==> config.mk <==
export PLATFORM = sky130hd
export DESIGN_NAME = mips_multicycle_control
export DESIGN_NICKNAME = d
export VERILOG_FILES = /design/src/rtl/mips_multicycle_control.sv
export SDC_FILE = /design/constraint.sdc
export NUM_CORES = 1
export LEC_CHECK = 0
export CAP_MARGIN = 40
export CELL_PAD_IN_SITES_DETAIL_PLACEMENT = 0
export CELL_PAD_IN_SITES_GLOBAL_PLACEMENT = 1
export CORE_MARGIN = 2
export CORE_UTILIZATION = 35
export CTS_CLUSTER_DIAMETER = 60
export CTS_CLUSTER_SIZE = 25
export DETAILED_ROUTE_END_ITERATION = 10
export GPL_TIMING_DRIVEN = 0
export PLACE_DENSITY = 0.82
export SKIP_CTS_REPAIR_TIMING = 1
export SLEW_MARGIN = 20
export SYNTH_ARGS = -nofsm -noshare
export SYNTH_HDL_FRONTEND = slang
export SYNTH_SLANG_ARGS = --single-unit
==> constraint.sdc <==
create_clock -name clk -period 5.3 [get_ports clk]
set_clock_uncertainty 0.15 [all_clocks]
set_input_delay 1.06 -clock clk [delete_from_list [all_inputs] [get_ports clk]]
set_output_delay 1.06 -clock clk [all_outputs]
set_load 0.01 [all_outputs]
==> src/rtl/mips_multicycle_control.sv <==
// Main control FSM for the multicycle MIPS datapath: sequences fetch/decode/execute/
// memory/writeback, stalls on MemReady, and parks in a sticky TRAP on illegal encodings.
module mips_multicycle_control #(
  parameter int CNT_W = 32
) (
  input  logic             clk,
  input  logic             reset,
  input  logic [5:0]       Opcode,
  input  logic [5:0]       Funct,
  input  logic             Zero,
  input  logic             MemReady,
  output logic [4:0]       ALUOp,
  output logic             ALUSrcA,
  output logic [1:0]       ALUSrcB,
  output logic             IorD,
  output logic             MemRead,
  output logic             MemWrite,
  output logic             IRWrite,
  output logic             PCWrite,
  output logic [1:0]       PCSource,
  output logic             RegDst,
  output logic             MemtoReg,
  output logic             RegWrite,
  output logic             Retire,
  output logic [CNT_W-1:0] RetiredCount,
  output logic             Illegal,
  output logic [3:0]       State
);

  typedef enum logic [3:0] {
    FETCH  = 4'd0,  DECODE = 4'd1,  MEMADR = 4'd2,  MEMRD  = 4'd3,
    MEMWB  = 4'd4,  MEMWR  = 4'd5,  REXEC  = 4'd6,  RWB    = 4'd7,
    BRANCH = 4'd8,  JUMP   = 4'd9,  IEXEC  = 4'd10, IWB    = 4'd11,
    TRAP   = 4'd12
  } state_t;

  localparam logic [5:0] OP_R    = 6'b000000;
  localparam logic [5:0] OP_ADDI = 6'b001000;
  localparam logic [5:0] OP_ANDI = 6'b001100;
  localparam logic [5:0] OP_ORI  = 6'b001101;
  localparam logic [5:0] OP_LUI  = 6'b001111;
  localparam logic [5:0] OP_LW   = 6'b100011;
  localparam logic [5:0] OP_SW   = 6'b101011;
  localparam logic [5:0] OP_BEQ  = 6'b000100;
  localparam logic [5:0] OP_BNE  = 6'b000101;
  localparam logic [5:0] OP_J    = 6'b000010;

  state_t           state_reg, state_next;
  logic [CNT_W-1:0] cnt_reg;

  logic mem_read_c, mem_write_c, ir_write_c, pc_write_c, reg_write_c, retire_c;

  function automatic logic funct_legal(input logic [5:0] f);
    case (f)
      6'b100000, 6'b100100, 6'b100111, 6'b100101, 6'b000000, 6'b000010: funct_legal = 1'b1;
      default: funct_legal = 1'b0;
    endcase
  endfunction

  always_ff @(posedge clk) begin
    if (!reset) begin
      state_reg <= FETCH;
      cnt_reg   <= '0;
    end else begin
      state_reg <= state_next;
      if (retire_c)
        cnt_reg <= cnt_reg + CNT_W'(1);
    end
  end

  always_comb begin
    state_next  = state_reg;
    ALUOp       = 5'b00001;
    ALUSrcA     = 1'b0;
    ALUSrcB     = 2'd0;
    IorD        = 1'b0;
    PCSource    = 2'd0;
    RegDst      = 1'b0;
    MemtoReg    = 1'b0;
    mem_read_c  = 1'b0;
    mem_write_c = 1'b0;
    ir_write_c  = 1'b0;
    pc_write_c  = 1'b0;
    reg_write_c = 1'b0;
    retire_c    = 1'b0;
    case (state_reg)
      FETCH: begin
        mem_read_c = 1'b1;
        ALUSrcB    = 2'd1;
        ir_write_c = MemReady;
        pc_write_c = MemReady;
        if (MemReady) state_next = DECODE;
      end
      DECODE: begin
        ALUSrcB = 2'd3;
        case (Opcode)
          OP_LW, OP_SW:                     state_next = MEMADR;
          OP_R:                             state_next = funct_legal(Funct) ? REXEC : TRAP;
          OP_ADDI, OP_ANDI, OP_ORI, OP_LUI: state_next = IEXEC;
          OP_BEQ, OP_BNE:                   state_next = BRANCH;
          OP_J:                             state_next = JUMP;
          default:                          state_next = TRAP;
        endcase
      end
      MEMADR: begin
        ALUSrcA    = 1'b1;
        ALUSrcB    = 2'd2;
        ALUOp      = (Opcode == OP_LW) ? 5'b00101 : 5'b00110;
        state_next = (Opcode == OP_LW) ? MEMRD : MEMWR;
      end
      MEMRD: begin
        IorD       = 1'b1;
        mem_read_c = 1'b1;
        if (MemReady) state_next = MEMWB;
      end
      MEMWB: begin
        MemtoReg    = 1'b1;
        reg_write_c = 1'b1;
        retire_c    = 1'b1;
        state_next  = FETCH;
      end
      MEMWR: begin
        IorD        = 1'b1;
        mem_write_c = 1'b1;
        if (MemReady) begin
          retire_c   = 1'b1;
          state_next = FETCH;
        end
      end
      REXEC: begin
        ALUSrcA    = 1'b1;
        ALUOp      = 5'b00000;
        state_next = RWB;
      end
      RWB: begin
        RegDst      = 1'b1;
        reg_write_c = 1'b1;
        retire_c    = 1'b1;
        state_next  = FETCH;
      end
      BRANCH: begin
        ALUSrcA    = 1'b1;
        PCSource   = 2'd1;
        ALUOp      = (Opcode == OP_BNE) ? 5'b01000 : 5'b00111;
        pc_write_c = (Opcode == OP_BNE) ? ~Zero : Zero;
        retire_c   = 1'b1;
        state_next = FETCH;
      end
      JUMP: begin
        PCSource   = 2'd2;
        pc_write_c = 1'b1;
        retire_c   = 1'b1;
        state_next = FETCH;
      end
      IEXEC: begin
        ALUSrcA = 1'b1;
        ALUSrcB = 2'd2;
        case (Opcode)
          OP_ANDI: ALUOp = 5'b00010;
          OP_ORI:  ALUOp = 5'b00011;
          OP_LUI:  ALUOp = 5'b00100;
          default: ALUOp = 5'b00001;
        endcase
        state_next = IWB;
      end
      IWB: begin
        reg_write_c = 1'b1;
        retire_c    = 1'b1;
        state_next  = FETCH;
      end
      TRAP:    state_next = TRAP;
      default: state_next = TRAP;
    endcase
  end

  // Reset gates every write enable so an abandoned instruction leaves no side effects.
  assign MemRead      = mem_read_c  & reset;
  assign MemWrite     = mem_write_c & reset;
  assign IRWrite      = ir_write_c  & reset;
  assign PCWrite      = pc_write_c  & reset;
  assign RegWrite     = reg_write_c & reset;
  assign Retire       = retire_c    & reset;
  assign RetiredCount = cnt_reg;
  assign Illegal      = (state_reg == TRAP);
  assign State        = state_reg;

endmodule

==> flow_summary_export.csv, run 1 <==
group,metric,value,unit
placement,placed_area,3020,um^2
timing,maxSlewViolCount,0,
synthesis,synthArstFlopShare,0,
cells_and_area,fin_area,3110,um^2
floorplan,num_rows,29,
drt,drt-pass1-iter-count,4,
power,intPower,0.000411,W
critical_path,cp.depth,6,
power,p_leak,0.992,nW
timing,holdWs,332,ps
cells_and_area,area_delta_synth_final,37.4,%
grt,grt_pass1_vias,2084,
critical_path,worst-path-buf-inv,3,
critical_path,start_kind,"input port",
critical_path,r2r.worst_path.cells,5,
power,switchingPower,0.000163,W
clock_tree,h-tree-depth,2,
cells_and_area,drive_above_1_share,0.0590,
power,p_clk_frac,0.340,
critical_path,cp_common_cell,"clkdlybuf4s50_1",
synthesis,synth_top_area_cell,"dfxtp_1",
grt,grt_max_degree,13,
critical_path,crit_type,"input port to output port",
grt,grt_pass1_wl,9770,um
timing,period_share,0.846,
synthesis,netlist_area,2260,um^2
critical_path,startpoint,"MemReady",
floorplan,start_util,0.358,
timing,fmax,223,MHz
run,cap_violations,0,
placement,gp_congestion,0.810,
critical_path,critPathRequiredTime,4090,ps
cells_and_area,diodes,0,
critical_path,reg2reg_to,"RetiredCount[29]",
clock_tree,cts_buffers,5,
grt,overflow,0,
critical_path,crit_chain,"clkdlybuf4s50_1 > and4bb_2 > or4_1 > buf_2 > nor2_1 > clkdlybuf4s50_1",
critical_path,worstReg2RegStart,"RetiredCount[2]",
drt,drc_errors,0,
timing,fin_tns_setup,0,ps
floorplan,die-height,84.4,um
critical_path,cp.arrival,3270,ps
drt,vias,2391,
timing,finalSetupViolCount,0,
critical_path,slowest_delay,570,ps
power,powerDensity,185,nW/um^2
synthesis,ys_warn_count,0,
synthesis,ys_ff_latch,36,
synthesis,synth_fp_nets,316,
floorplan,dieArea,7120,um^2
grt,grt_antenna_before_repair,0,
cells_and_area,n_fill_cell,642,
critical_path,critPathMaxFanout,6,
drt,routed_wl,6080,um
synthesis,yosys.cell_types.count,50,
power,switching_share,0.284,
synthesis,synth_ff_type,"dfxtp_1",
timing,final_hold_viol_count,0,
cells_and_area,final_nets,389,
floorplan,die_x,84.4,um
synthesis,ys_top_cells_by_area,"dfxtp_1 (32%), nor2_1 (6.5%), nand4_1 (5.0%)",
drt,dr.first_iter.drc_count,110,
clock_tree,cts_buffer_depth,2,
critical_path,cp_slowest_cell,"clkdlybuf4s50_1",
synthesis,syn_area_per_cell,7.56,um^2
synthesis,synth_edf_count,0,
synthesis,synthCells,299,
floorplan,ios,72,
timing,rsz0062_at_grt,"false",
clock_tree,ctsRootBufferMaster,"clkbuf_8",
power,vdd_drop_max,0.101,mV
critical_path,crit_family,"buffers and inverters",
clock_tree,path_clk_slew,70,ps
floorplan,coreArea,6310,um^2
drt,avgViaCountPerCell,5.31,
timing,maxSlewHeadroom,0.567,
critical_path,crit_path_end_kind,"output port",
clock_tree,cts_tree,"yes",
hold_path,worstHoldStart,"RetiredCount[31]",
status,status,"completed",
hold_path,hold_class,"flip-flop to flip-flop",
clock_tree,clock_latency,290,ps
placement,dpl.hpwl,4510,um
power,seqPwrFrac,0.483,
critical_path,critical_path.endpoint,"Retire",
drt,wl_per_cell,13.5,um
synthesis,yosys-top-cells-count,"nor2_1 (39), dfxtp_1 (36), nand2_1 (27)",
timing,worst_pin_slew,645,ps
synthesis,netlist.area_leader.share,0.319,
grt,grt_use_total,0.165,
placement,port_buffers,66,
synthesis,seq_area_frac_synth,0.319,
power,power_frac_comb,0.177,
synthesis,synth.most_common_cell,"nor2_1",
critical_path,ff2ff_setup_slack,2850,ps
drt,antenna_left,0,
timing,min_period,4480,ps
clock_tree,cts.sinks,36,
-- area by class of cell --
cell class | instances | area, um^2 | area share
Multi-Input combinational cell | 232 | 1410 | 0.454
Sequential cell | 36 | 721 | 0.232
Timing Repair Buffer | 66 | 661 | 0.213
Buffer | 22 | 97.6 | 0.0314
Tap cell | 77 | 96.3 | 0.0310
Clock buffer | 5 | 68.8 | 0.0222
Inverter | 9 | 33.8 | 0.0109
Clock inverter | 3 | 18.8 | 0.00604
-- registers in the layout (all words and copies together) (netlist names) --
name,cells
State,4
RetiredCount,32
-- through the flow --
stage	utilization	cells	setup WS, ps	total power [W]
6_report	0.492	450	819	0.000574
5_1_grt	0.492	450	748	0.000602
4_1_cts	0.492	450	803	0.000579
3_5_place_dp	0.478	442	800	0.000385
3_3_place_gp	0.478	442	838	0.000385
2_1_floorplan	-	299	1960	0.000340
-- worst min-delay path by stage --
| stage | depth (start not counted) | slack [ps] | to |
|---|---|---|---|
| floorplan | 2 | 340 | RetiredCount[31] |
| global placement | 2 | 310 | RetiredCount[31] |
| detailed placement | 2 | 330 | RetiredCount[31] |
| CTS | 2 | 340 | RetiredCount[31] |
| global route | 2 | 360 | RetiredCount[31] |
| finish | 2 | 330 | RetiredCount[31] |
-- kinds of logic after synthesis --
kind of cell             Yosys count  share of synthesized area
XOR/XNOR                          20                     0.0775
buffers and inverters             31                     0.0581
AO/OA/AOI/OAI                     49                      0.138
flip-flops                        36                      0.319
adder cells (fa/ha/maj)            1                    0.00553
multiplexers                       2                    0.00941
other                              1                    0.00166
AND/OR/NAND/NOR                  159                      0.391
-- layout by cell type (no fill, tap or decap), types with 3 or more instances in the layout --
| cell | instances |
|---|---|
| nand2b_1 | 12 |
| clkdlybuf4s50_1 | 66 |
| xnor2_1 | 9 |
| or3_1 | 10 |
| buf_2 | 3 |
| o41ai_1 | 3 |
| nor3_1 | 10 |
| nor4_1 | 5 |
| clkbuf_8 | 5 |
| a21oi_1 | 16 |
| o31ai_1 | 3 |
| nand4_1 | 18 |
| nor4_2 | 4 |
| and2_1 | 3 |
| nor2_1 | 39 |
| inv_1 | 9 |
| or4_1 | 5 |
| and4_1 | 4 |
| dfxtp_1 | 36 |
| xor2_1 | 11 |
| clkbuf_1 | 16 |
| o211ai_1 | 4 |
| o21ai_0 | 11 |
| nand3_1 | 10 |
| nand2_1 | 27 |
-- metal layers --
metal | up-vias | track usage | part of all wire
li1 | 1225 | - | -
met1 | 1089 | 0.226 | 0.49
met2 | 72 | 0.265 | 0.45
met3 | 5 | 0.0364 | 0.050
met4 | 0 | 0.0390 | 0.010
met5 | - | 0 | 0
-- tightest hold or removal path, cell delays in order (launching register included) --
cell	delay, ps
dfxtp_1	320
nand2_1	60
mux2i_1	60
-- power groups by stage --
| stage | clock, W | sequential (W) | combinational (W) |
|---|---|---|---|
| final | 0.000195 | 0.000277 | 0.000101 |
| after floorplan | 0 | 0.000284 | 0.0000556 |
| after detailed placement | 0 | 0.000284 | 0.000101 |
| after global placement | 0 | 0.000284 | 0.000101 |
| after CTS | 0.000200 | 0.000278 | 0.000102 |
| after global routing | 0.000213 | 0.000278 | 0.000110 |
Power figures use the tool's default switching activity.
==> inputs of run 2 (changes only) <==
--- a/config.mk
+++ b/config.mk
@@ -9,12 +9,12 @@
 export CELL_PAD_IN_SITES_DETAIL_PLACEMENT = 0
 export CELL_PAD_IN_SITES_GLOBAL_PLACEMENT = 1
 export CORE_MARGIN = 2
-export CORE_UTILIZATION = 35
+export CORE_UTILIZATION = 33
 export CTS_CLUSTER_DIAMETER = 60
 export CTS_CLUSTER_SIZE = 25
 export DETAILED_ROUTE_END_ITERATION = 10
 export GPL_TIMING_DRIVEN = 0
-export PLACE_DENSITY = 0.82
+export PLACE_DENSITY = 0.78
 export SKIP_CTS_REPAIR_TIMING = 1
 export SLEW_MARGIN = 20
 export SYNTH_ARGS = -nofsm -noshare
==> constraint.sdc (replaced) <==
create_clock -name clk -period 4.4 [get_ports clk]
set_clock_uncertainty 0.15 [all_clocks]
set_input_delay 0.88 -clock clk [delete_from_list [all_inputs] [get_ports clk]]
set_output_delay 0.88 -clock clk [all_outputs]
set_load 0.01 [all_outputs]
==> run 2 against run 1 <==
  * Non-clock buffer count unchanged
  * Via count down 0.46%
  * Clock power up 19%
  * Setup slack worse by 520 ps
  * Die area up 5.8%
  * Design area up 0.12%
  * Clock-buffer cell count unchanged
  * Power up 20%
  * Core utilization down 2.9 points
  * Global-route usage up 0.71 points
  * Combinational power up 22%
  * Sequential cell count unchanged
  * Largest cell class unchanged
  * Largest power group unchanged
==> flow_summary_export.csv, run 2 (synthesis gave the netlist of run 1 again) <==
group,metric,value,unit
cells_and_area,largest_reg_flops,32,
drt,dr.first_iter.drc_count,74,
hold_path,hold_class,"flip-flop to flip-flop",
critical_path,slowest_delay,560,ps
clock_tree,ctsRootBufferMaster,"clkbuf_8",
power,total_power,0.000690,W
grt,overflow,0,
floorplan,dieArea,7530,um^2
power,switchingPower,0.000195,W
clock_tree,cts_buffers,5,
power,powerDensity,222,nW/um^2
critical_path,cp_common_cell,"clkdlybuf4s50_1",
grt,grt_use_total,0.172,
timing,maxSlewHeadroom,0.507,
critical_path,crit_type,"input port to output port",
critical_path,worst-path-buf-inv,3,
cells_and_area,final_nets,389,
critical_path,cp.arrival,3080,ps
floorplan,num_rows,30,
floorplan,coreArea,6720,um^2
grt,grt_antenna_before_repair,0,
cells_and_area,diodes,0,
timing,period_share,0.933,
grt,grt_pass1_vias,2172,
power,p_leak,0.992,nW
timing,fmax,244,MHz
placement,place_inst,445,
run,cap_violations,0,
clock_tree,cts_tree,"yes",
timing,fin_tns_setup,0,ps
critical_path,start_kind,"input port",
clock_tree,cts_buffer_depth,2,
timing,holdWs,322,ps
floorplan,die_x,86.8,um
grt,grt_max_degree,13,
critical_path,critPathMaxFanout,6,
drt,drt-pass1-iter-count,4,
power,intPower,0.000495,W
critical_path,cp_slowest_cell,"clkdlybuf4s50_1",
cells_and_area,area_delta_synth_final,37.5,%
drt,drc_errors,0,
placement,port_buffers,66,
drt,antenna_left,0,
drt,routed_wl,6460,um
drt,vias,2380,
power,p_clk_frac,0.337,
timing,final_hold_viol_count,0,
critical_path,crit_chain,"clkdlybuf4s50_1 > and4bb_2 > or4_1 > buf_2 > nor2_1 > clkdlybuf4s50_1",
cells_and_area,layout_commonest_cell,"clkdlybuf4s50_1",
timing,worst_pin_slew,734,ps
clock_tree,clock_latency,290,ps
placement,dpl.hpwl,4680,um
critical_path,critPathRequiredTime,3370,ps
critical_path,crit_family,"buffers and inverters",
floorplan,ios,72,
timing,min_period,4110,ps
clock_tree,path_clk_slew,70,ps
cells_and_area,drive_above_1_share,0.0590,
drt,avgViaCountPerCell,5.25,
critical_path,crit_path_end_kind,"output port",
power,seqPwrFrac,0.485,
grt,grt_pass1_wl,10400,um
drt,wl_per_cell,14.3,um
status,status,"completed",
clock_tree,cts.sinks,36,
cells_and_area,layout_common_cells,"clkdlybuf4s50_1 (66), nor2_1 (39), dfxtp_1 (36)",
timing,finalSetupViolCount,0,
power,vdd_drop_max,0.111,mV
timing,rsz0062_at_grt,"false",
cells_and_area,n_fill_cell,691,
power,switching_share,0.283,
power,power_frac_comb,0.179,
placement,gp_congestion,0.764,
timing,maxSlewViolCount,0,
floorplan,start_util,0.336,
floorplan,die-height,86.8,um
clock_tree,h-tree-depth,2,
cells_and_area,fin_cells,453,
## run 2: path summary, 6_finish.rpt
path	slack (ps)	cells after the start	end	from
worst max-delay path	290	6	Retire	MemReady
worst min register to register	320	2	RetiredCount[31]	RetiredCount[31]
worst min-delay path	320	2	RetiredCount[31]	RetiredCount[31]
worst max register to register	1810	5	RetiredCount[29]	RetiredCount[2]
## run 2: stage by stage
step	util	worst slack [ps]	instance area, um^2
2_1_floorplan	-	1420	2260
3_3_place_gp	0.450	269	3020
3_5_place_dp	0.450	287	3020
4_1_cts	0.463	284	3110
5_1_grt	0.463	226	3110
6_report	0.463	295	3110
## run 2: cell type report
type                    count  area, um^2  share of cell area
clock inverters             3        18.8             0.00604
plain buffers              22        97.6              0.0314
inverters                   9        33.8              0.0109
clock buffers               5        68.8              0.0221
well taps                  80         100              0.0322
repair buffers             66         661               0.212
multi-input cells         232        1410               0.453
flip-flops and latches     36         721               0.232
## run 2: power by group through the flow
stage / clock network [W] / registers [W] / logic (W)
2_1_floorplan: 0 / 0.000342 / 0.0000670
3_3_place_gp: 0 / 0.000342 / 0.000122
3_5_place_dp: 0 / 0.000342 / 0.000123
4_1_cts: 0.000242 / 0.000334 / 0.000124
5_1_grt: 0.000251 / 0.000335 / 0.000136
6_report: 0.000232 / 0.000334 / 0.000123
## run 2: worst reg2reg max path, stage by stage, from the launching register on
cell and delay (ps):
dfxtp_1 440, nand4_1 320, nor4_2 650, nand4_1 380
or3_1 440, a21oi_1 140
## run 2: layer usage
layer | share of wire | global-route usage | up-vias
li1 | - | - | 1223
met1 | 0.50 | 0.235 | 1077
met2 | 0.44 | 0.270 | 72
met3 | 0.055 | 0.0438 | 8
met4 | 0.011 | 0.0440 | 0
met5 | 0 | 0 | -
